### src/rtl/alu_arbiter_pkg.sv
// Shared ALU sizing, opcodes and the arbiter FSM state type.
package alu_arbiter_pkg;

   localparam int unsigned NUM_SIZE      = 16;
   localparam int unsigned CMD_SIZE_LOG2 = 2;
   localparam int unsigned CMD_W         = 2 ** CMD_SIZE_LOG2;

   localparam logic [CMD_W-1:0] NOOP = 4'h0;
   localparam logic [CMD_W-1:0] ADD  = 4'h1;

   typedef enum logic [1:0] {
      ST_IDLE,
      ST_EXEC,
      ST_RESP
   } state_t;

   function automatic logic is_supported(input logic [CMD_W-1:0] cmd);
      return (cmd == NOOP) || (cmd == ADD);
   endfunction

endpackage

### src/rtl/alu_arbiter_rr.sv
// Combinational round-robin picker: first requester at or after ptr wins.
module rr_arbiter #(
   parameter int unsigned NUM_REQ = 4
) (
   input  logic [NUM_REQ-1:0]         req,
   input  logic [$clog2(NUM_REQ)-1:0] ptr,
   output logic [NUM_REQ-1:0]         grant,
   output logic [$clog2(NUM_REQ)-1:0] gnt_idx
);

   localparam int unsigned IDX_W = $clog2(NUM_REQ);

   logic        found;
   int unsigned idx;

   always_comb begin
      grant   = '0;
      gnt_idx = '0;
      found   = 1'b0;
      idx     = 0;
      for (int unsigned i = 0; i < NUM_REQ; i++) begin
         idx = (32'(ptr) + i) % NUM_REQ;
         if (!found && req[idx]) begin
            found      = 1'b1;
            grant[idx] = 1'b1;
            gnt_idx    = IDX_W'(idx);
         end
      end
   end

endmodule

### src/rtl/alu_arbiter.sv
// Shares one registered ALU among NUM_REQ requesters (IDLE/EXEC/RESP).
// Optional per-requester grant counters: define ALU_ARB_STATS_EN.
module alu_arbiter
   import alu_arbiter_pkg::*;
#(
   parameter int unsigned NUM_REQ = 4
) (
   input  logic                         clk,
   input  logic                         reset,
   input  logic [NUM_REQ-1:0]           req_valid,
   output logic [NUM_REQ-1:0]           req_ready,
   input  logic signed [NUM_SIZE-1:0]   req_in1 [NUM_REQ],
   input  logic signed [NUM_SIZE-1:0]   req_in2 [NUM_REQ],
   input  logic [CMD_W-1:0]             req_cmd [NUM_REQ],
   output logic                         rsp_valid,
   input  logic                         rsp_ready,
   output logic [$clog2(NUM_REQ)-1:0]   rsp_id,
   output logic signed [NUM_SIZE-1:0]   rsp_data,
   output logic                         rsp_err,
   output logic                         alu_reset,
   output logic                         alu_enable,
   output logic [NUM_SIZE-1:0]          alu_in1,
   output logic [NUM_SIZE-1:0]          alu_in2,
   output logic [CMD_W-1:0]             alu_cmd,
   input  logic [NUM_SIZE-1:0]          alu_out
`ifdef ALU_ARB_STATS_EN
   ,
   output logic [NUM_REQ-1:0][15:0]     stat_grants
`endif
);

   localparam int unsigned IDX_W = $clog2(NUM_REQ);

   state_t             state;
   logic [IDX_W-1:0]   ptr;
   logic [IDX_W-1:0]   gnt_idx;
   logic [NUM_REQ-1:0] grant;
   logic               accept;

   rr_arbiter #(.NUM_REQ(NUM_REQ)) u_rr (
      .req     (req_valid),
      .ptr     (ptr),
      .grant   (grant),
      .gnt_idx (gnt_idx)
   );

   // Acceptance is a same-cycle pulse so that the response lands two cycles later.
   assign accept     = (state == ST_IDLE) && (|req_valid) && !reset;
   assign req_ready  = accept ? grant : '0;
   assign alu_reset  = reset;
   assign alu_enable = !reset;
   assign rsp_data   = rsp_valid ? $signed(alu_out) : '0;

   always_ff @(posedge clk) begin
      if (reset) begin
         state     <= ST_IDLE;
         ptr       <= '0;
         rsp_valid <= 1'b0;
         rsp_id    <= '0;
         rsp_err   <= 1'b0;
         alu_cmd   <= NOOP;
         alu_in1   <= '0;
         alu_in2   <= '0;
      end else begin
         case (state)
            ST_IDLE: begin
               if (accept) begin
                  rsp_id  <= gnt_idx;
                  alu_in1 <= req_in1[gnt_idx];
                  alu_in2 <= req_in2[gnt_idx];
                  alu_cmd <= req_cmd[gnt_idx];
                  ptr     <= (gnt_idx == IDX_W'(NUM_REQ - 1)) ? '0 : gnt_idx + 1'b1;
                  state   <= ST_EXEC;
               end
            end
            ST_EXEC: begin
               rsp_err   <= !is_supported(alu_cmd);
               alu_cmd   <= NOOP;
               alu_in1   <= '0;
               alu_in2   <= '0;
               rsp_valid <= 1'b1;
               state     <= ST_RESP;
            end
            ST_RESP: begin
               if (rsp_ready) begin
                  rsp_valid <= 1'b0;
                  state     <= ST_IDLE;
               end
            end
            default: state <= ST_IDLE;
         endcase
      end
   end

`ifdef ALU_ARB_STATS_EN
   always_ff @(posedge clk) begin
      if (reset) begin
         stat_grants <= '0;
      end else if (accept && (stat_grants[gnt_idx] != 16'hFFFF)) begin
         stat_grants[gnt_idx] <= stat_grants[gnt_idx] + 16'd1;
      end
   end
`endif

endmodule

### config.mk
export PLATFORM = sky130hd
export DESIGN_NAME = alu_arbiter
export DESIGN_NICKNAME = d
export VERILOG_FILES = /design/src/rtl/alu_arbiter_pkg.sv /design/src/rtl/alu_arbiter_rr.sv /design/src/rtl/alu_arbiter.sv
export SDC_FILE = /design/constraint.sdc
export NUM_CORES = 1
export LEC_CHECK = 0
export ABC_AREA = 1
export BUFFER_PORTS_ARGS = -buffer_cell sky130_fd_sc_hd__buf_2
export CORE_ASPECT_RATIO = 1.25
export CORE_MARGIN = 2
export CORE_UTILIZATION = 45
export CTS_CLUSTER_DIAMETER = 200
export DETAILED_ROUTE_END_ITERATION = 8
export PLACE_DENSITY = 0.91
export SLEW_MARGIN = 10
export SYNTH_ARGS = -nofsm -noshare
export SYNTH_HDL_FRONTEND = slang
export SYNTH_HIERARCHICAL = 1
export SYNTH_SLANG_ARGS = --single-unit
export TNS_END_PERCENT = 1
### constraint.sdc
create_clock -name clk -period 3.48 [get_ports clk]
set_input_delay 0.174 -clock clk [delete_from_list [all_inputs] [get_ports clk]]
set_output_delay 0.174 -clock clk [all_outputs]
set_load 0.02 [all_outputs]
==> key figures, run 1 <==
Min path
  – Min-delay src: rsp_ready
  – Hold Path Depth: 2
  – Hold path endpoint: rsp_valid
  – Worst min-delay path category: input port to flop

Drt
  – Routed Wire Length: 11900 µm
  – Post-DRT Antenna Nets: 0
  – DR vias/cell: 4.72
  – TritonRoute pass-1 iters: 5
  – Iter 0 DRT Violations: 252
  – Via count: 5033
  – Wirelength per Cell: 11.1 µm
  – DRC: 0

Timing
  – Post-Route Skew: 7.10 ps
  – Period minus WS final: 3090 ps
  – Final Slew Violations: 0
  – Tcrit/Tclk final: 0.888
  – FMAX: 0.324 GHz
  – Unrepaired setup endpoints after global routing: no
  – Worst-margin pin slew: 1090 ps
  – Max-slew headroom: 0.271
  – Final setup violation count: 0
  – Final hold vios: 0
  – TNS Setup: 0 ps

Setup path
  – Crit path top cell by count: nand2_1
  – Required @ worst endpoint: 3640 ps
  – Slowest CP cell: inv_2
  – R2R depth: 14
  – Family with the most delay on the worst path: buffers and inverters
  – Crit-path max FO: 72
  – Worst r2r src: ptr[1]
  – Crit path DAT: 3250 ps
  – Worst path max stage delay: 760 ps
  – Critical path type: flop to flop
  – CP bufs+invs: 3
  – CP Capture Type: flop
  – CP Cell Sequence: bufinv_8, ha_1, inv_1, nand3_1, nand2_2, o21ai_1, nor2_1, nor2_4, inv_2, nand2_1, nand3_1, nand2_1, nand2_1, a21oi_1
  – Reg2Reg Setup Slack: 390 ps
  – Worst r2r dst: alu_in2[5]
  – Worst Setup Start Kind: flop

Synthesis
  – Netlist cell types: 30
  – Mapped Area: 4010 µm²
  – Gate Count Post-Synth: 746
  – Sequential element share of the synthesized area: 0.219
  – Syn_area_per_cell: 5.38 µm²
  – Yosys Warn Count: 6
  – #FFs+latches synth: 44
  – Post-synth net total: 919

Clocking
  – Post-CTS sizing: 0
  – Clk_lat worst skew: 290 ps
  – Post-CTS Hold Fix Bufs: 0
  – Total CTS buffers: 5
  – Sink Count: 44
  – Clock transition at the registers of the reported paths: 80 ps
  – TritonCTS clock tree: built
  – Postcts setup bufs: 0
  – Root Driver: clkbuf_8
  – Clock buffer depth: 2
  – Max H-tree Level: 2

Pwr
  – Psw: 1.78 mW
  – Power share of the combinational group: 0.696
  – Flop pwr share: 0.205
  – Sw Ratio: 0.528
  – Static leakage: 3.45 nW
  – Int Power: 1.59 mW
  – Pwr/cell area: 643 nW/µm²
  – Clock Power Share: 0.099
  – Peak supply drop: 383 µV

GRT
  – GRT Resource Usage Total: 0.241
  – Global-route wire length before repair: 19100 µm
  – Largest net degree at the start of global routing: 76
  – GRT overflow: 0
  – Vias in the first global route: 4539
  – Initial antenna violation count: 0

Die
  – Total die area: 9700 µm²
  – I/O Pins: 229
  – Core area: 8650 µm²
  – Die Y: 110 µm
  – Site Rows: 38
  – Chip Width: 88.5 µm
  – Initial Util: 0.464

Final layout
  – Final instance area: 5230 µm²
  – Share of post-route cells with drive strength above 1: 0.276
  – Leading cell types in the layout, fill and taps excluded: 252 x nand2_1, 228 x buf_2, 175 x inv_1
  – Commonest non-fill, non-tap cell in the layout: nand2_1
  – Fin nets: 1119
  – Final Core Density: 0.604
  – N_diodes: 0
  – Layout area overhead: 30.3%

Placement
  – GPL Wtd Cong: 1.08
  – Dpl cell area: 5140 µm²
  – Port bufs: 228
  – Hpwl dp: 8980 µm

Run status
  – Status: finished clean

Run
  – Number of max-cap violations: 0
[worst reg2reg max path: cells and delay by family, from the launching register on]
family,cells,cell delay [ps]
AO/OA/AOI/OAI,2,140
adder cells (fa/ha/maj),1,310
buffers and inverters,3,1150
AND/OR/NAND/NOR,8,870
flip-flops,1,490
[cell usage after synthesis (all sizes together)]
| cell type | instances | share of area |
|---|---|---|
| nand2 | 259 | 0.26 |
| inv | 181 | 0.17 |
| nand3 | 133 | 0.17 |
| a21oi | 44 | 0.055 |
| dfxtp | 44 | 0.22 |
| buf | 31 | 0.046 |
| nor2 | 22 | 0.027 |
| clkbuf | 10 | 0.0094 |
| o21ai | 7 | 0.0087 |
| ha | 6 | 0.019 |
| a21boi | 4 | 0.0075 |
| a31oi | 1 | 0.0016 |
| bufinv | 1 | 0.0044 |
| clkinv | 1 | 0.00093 |
| nand3b | 1 | 0.0019 |
| nor3 | 1 | 0.0012 |
[sequential cells by signal, indices dropped and copies added, names as in the netlist]
name       count
rsp_id         2
alu_cmd        4
alu_in2       16
rsp_valid      1
rsp_err        1
state          2
ptr            2
alu_in1       16
[per-stage QoR]
step | total power, mW | instances | hold slack [ps] | setup slack, ps
after floorplan | 2.51 | 746 | 285 | 998
after global placement | 3.01 | 1059 | 389 | 454
after detailed placement | 3.05 | 1059 | 404 | 402
after CTS | 3.39 | 1067 | 89.0 | 386
after global routing | 3.74 | 1067 | 85.4 | 20.4
final | 3.36 | 1067 | 98.2 | 390
[power groups by stage]
| stage | Sequential, mW | Combinational [mW] | Clock (mW) |
|---|---|---|---|
| 2_1_floorplan | 0.818 | 1.69 | 0 |
| 3_3_place_gp | 0.693 | 2.32 | 0 |
| 3_5_place_dp | 0.700 | 2.35 | 0 |
| 4_1_cts | 0.690 | 2.35 | 0.346 |
| 5_1_grt | 0.704 | 2.67 | 0.364 |
| 6_report | 0.689 | 2.34 | 0.333 |
[routing by layer]
| metal | GRT usage | vias to the layer above | part of all wire |
|---|---|---|---|
| li1 | - | 2613 | - |
| met1 | 0.273 | 2212 | 0.41 |
| met2 | 0.459 | 185 | 0.51 |
| met3 | 0.0360 | 23 | 0.060 |
| met4 | 0.0703 | 0 | 0.018 |
| met5 | 0 | - | 0 |
[how the worst max path moves through the flow]
stage	startpoint	to	slack, ps	cells after the start
final	ptr[1]	alu_in2[5]	390	14
after CTS	ptr[1]	alu_in1[2]	390	14
after global placement	ptr[1]	alu_in1[2]	450	14
after detailed placement	ptr[1]	alu_in1[2]	400	14
after global routing	ptr[1]	alu_in1[10]	20	15
after floorplan	ptr[1]	alu_in1[0]	1000	16
[final cells by class]
type | instances | area [µm²]
sequential | 44 | 881
fill | 913 | 3420
inverter | 183 | 706
tap | 120 | 150
multi-input combinational | 478 | 2220
clock buffer | 8 | 90.1
timing repair buffer | 234 | 1190
[kinds of logic after synthesis]
| kind of cell | synth area share |
|---|---|
| simple gates | 0.458 |
| buf+inv | 0.232 |
| compound gates | 0.0726 |
| flops | 0.219 |
| fa+ha+maj | 0.0187 |
(Power assumes the default switching activity.)
==> inputs of run 2 (changes only) <==
--- a/config.mk
+++ b/config.mk
@@ -6,13 +6,13 @@
 export NUM_CORES = 1
 export LEC_CHECK = 0
 export ABC_AREA = 1
-export BUFFER_PORTS_ARGS = -buffer_cell sky130_fd_sc_hd__buf_2
+export BUFFER_PORTS_ARGS = -buffer_cell sky130_fd_sc_hd__clkbuf_2
 export CORE_ASPECT_RATIO = 1.25
 export CORE_MARGIN = 2
-export CORE_UTILIZATION = 45
+export CORE_UTILIZATION = 49
 export CTS_CLUSTER_DIAMETER = 200
 export DETAILED_ROUTE_END_ITERATION = 8
-export PLACE_DENSITY = 0.91
+export PLACE_DENSITY = 0.95
 export SLEW_MARGIN = 10
 export SYNTH_ARGS = -nofsm -noshare
 export SYNTH_HDL_FRONTEND = slang
==> constraint.sdc (replaced) <==
create_clock -name clk -period 3.6 [get_ports clk]
set_input_delay 0.18 -clock clk [delete_from_list [all_inputs] [get_ports clk]]
set_output_delay 0.18 -clock clk [all_outputs]
set_load 0.02 [all_outputs]
==> key figures, run 2 (synthesis gave the netlist of run 1 again) <==
Pwr
  – Static leakage: 3.44 nW
  – Pwr/cell area: 633 nW/µm²
  – Psw: 1.72 mW
  – Clock Power Share: 0.113
  – Flop pwr share: 0.205
  – Power share of the combinational group: 0.682
  – Sw Ratio: 0.522
  – Int Power: 1.58 mW
  – Peak supply drop: 636 µV

Clocking
  – Sink Count: 44
  – Postcts setup bufs: 0
  – Clock transition at the registers of the reported paths: 80 ps
  – Clock buffer depth: 2
  – Root Driver: clkbuf_8
  – Clk_lat worst skew: 290 ps
  – TritonCTS clock tree: built
  – Max H-tree Level: 2
  – Total CTS buffers: 5

GRT
  – Initial antenna violation count: 0
  – GRT Resource Usage Total: 0.253
  – Largest net degree at the start of global routing: 76
  – Global-route wire length before repair: 19000 µm
  – GRT overflow: 0
  – Vias in the first global route: 4466

Setup path
  – Worst r2r dst: ptr[1]
  – Required @ worst endpoint: 3790 ps
  – Family with the most delay on the worst path: buffers and inverters
  – Slowest CP cell: dfxtp_1
  – Worst r2r src: ptr[0]
  – CP Cell Sequence: inv_6, ha_1, inv_1, nand3_1, nand2_1, nand3_1, nor2_1, nor2_1, nor2_4, buf_4, ha_1, o21ai_0, nor2_1
  – Crit path DAT: 3280 ps
  – Worst path max stage delay: 630 ps
  – Worst Setup Start Kind: flop
  – Worst path depth: 13
  – Worst setup path start: ptr[0]
  – Setup crit end: ptr[1]
  – CP Capture Type: flop
  – Crit path top cell by count: nor2_1
  – Critical path type: flop to flop
  – R2R depth: 13
  – Crit-path max FO: 75
  – Reg2Reg Setup Slack: 500 ps
  – CP bufs+invs: 3

Drt
  – Post-DRT Antenna Nets: 0
  – DRC: 0
  – Wirelength per Cell: 11.3 µm
  – Via count: 5060
  – DR vias/cell: 4.87
  – TritonRoute pass-1 iters: 5
  – Iter 0 DRT Violations: 188
  – Routed Wire Length: 11700 µm

Timing
  – Final Slew Violations: 0
  – Final setup violation count: 0
  – Max-slew headroom: 0.367
  – Worst Slack Setup Final: 502 ps
  – Tcrit/Tclk final: 0.861
  – FMAX: 0.323 GHz
  – Final hold vios: 0
  – TNS Setup: 0 ps
  – Period minus WS final: 3100 ps
  – Post-Route Skew: 10.6 ps
  – Unrepaired setup endpoints after global routing: no
  – Worst-margin pin slew: 947 ps

Die
  – Core area: 7880 µm²
  – Chip Width: 85.0 µm
  – Total die area: 8940 µm²
  – Initial Util: 0.509
  – I/O Pins: 229
  – Site Rows: 36
  – Die Y: 105 µm

Final layout
  – Largest registers: alu_in1 (16), alu_in2 (16), alu_cmd (4)
  – Leading cell types in the layout, fill and taps excluded: 252 x nand2_1, 228 x clkbuf_2, 175 x inv_1
  – Register area: 881 µm²
  – N_diodes: 0
  – Commonest non-fill, non-tap cell in the layout: nand2_1
  – Fin nets: 1117
  – Fillers: 758
  – Layout area overhead: 30.0%
  – Multi-input gate area: 2220 µm²
  – Final cell count without fillers: 1040
  – Share of post-route cells with drive strength above 1: 0.276

Run status
  – Status: finished clean

Placement
  – Hpwl dp: 8650 µm
  – Port bufs: 228
  – Setup WS pre-CTS: 259 ps
  – GPL Wtd Cong: 0.942
  – Cells after DPL: 1032

Run
  – Number of max-cap violations: 0

Min path
  – Worst min-delay path category: input port to flop
-- run 2: layout make-up --
type,instances,share of cell area
well taps,95,0.0228
repair buffers,232,0.227
flip-flops and latches,44,0.169
clock buffers,6,0.0139
inverters,183,0.136
multi-input cells,478,0.425
clock inverters,2,0.00672
-- run 2: layer usage --
layer | global-route usage | part of all wire
met1 | 0.281 | 0.38
met2 | 0.469 | 0.51
met3 | 0.0490 | 0.081
met4 | 0.0896 | 0.025
met5 | 0 | 0
-- run 2: power by group through the flow --
stage | registers, mW | logic, mW | clock network [mW]
after floorplan | 0.790 | 1.64 | 0
after global routing | 0.694 | 2.54 | 0.397
after global placement | 0.684 | 2.23 | 0
final | 0.677 | 2.25 | 0.374
after CTS | 0.678 | 2.25 | 0.380
after detailed placement | 0.688 | 2.25 | 0
-- run 2: how the worst min path moves through the flow --
stage / startpoint / to / slack, ps / cells after the start
after floorplan: rsp_ready / rsp_valid / 290 / 1
after global placement: rsp_ready / rsp_valid / 420 / 2
after detailed placement: rsp_ready / rsp_valid / 440 / 2
after CTS: rsp_ready / rsp_valid / 130 / 2
after global routing: rsp_ready / rsp_valid / 140 / 2
final: rsp_ready / rsp_valid / 150 / 2
-- run 2: what timing repair did --
item / CTS / global route
gates resized for setup: 0 / 1
hold buffers: 0 / 0
setup endpoints to repair: 0 / 29
-- run 2: per-stage QoR --
stage	total power [mW]	util	area (µm²)	hold slack [ps]
after floorplan	2.43	-	4010	291
after global placement	2.91	0.648	5100	424
after detailed placement	2.94	0.648	5100	437
after CTS	3.31	0.661	5210	126
after global routing	3.63	0.662	5220	143
final	3.30	0.662	5220	145
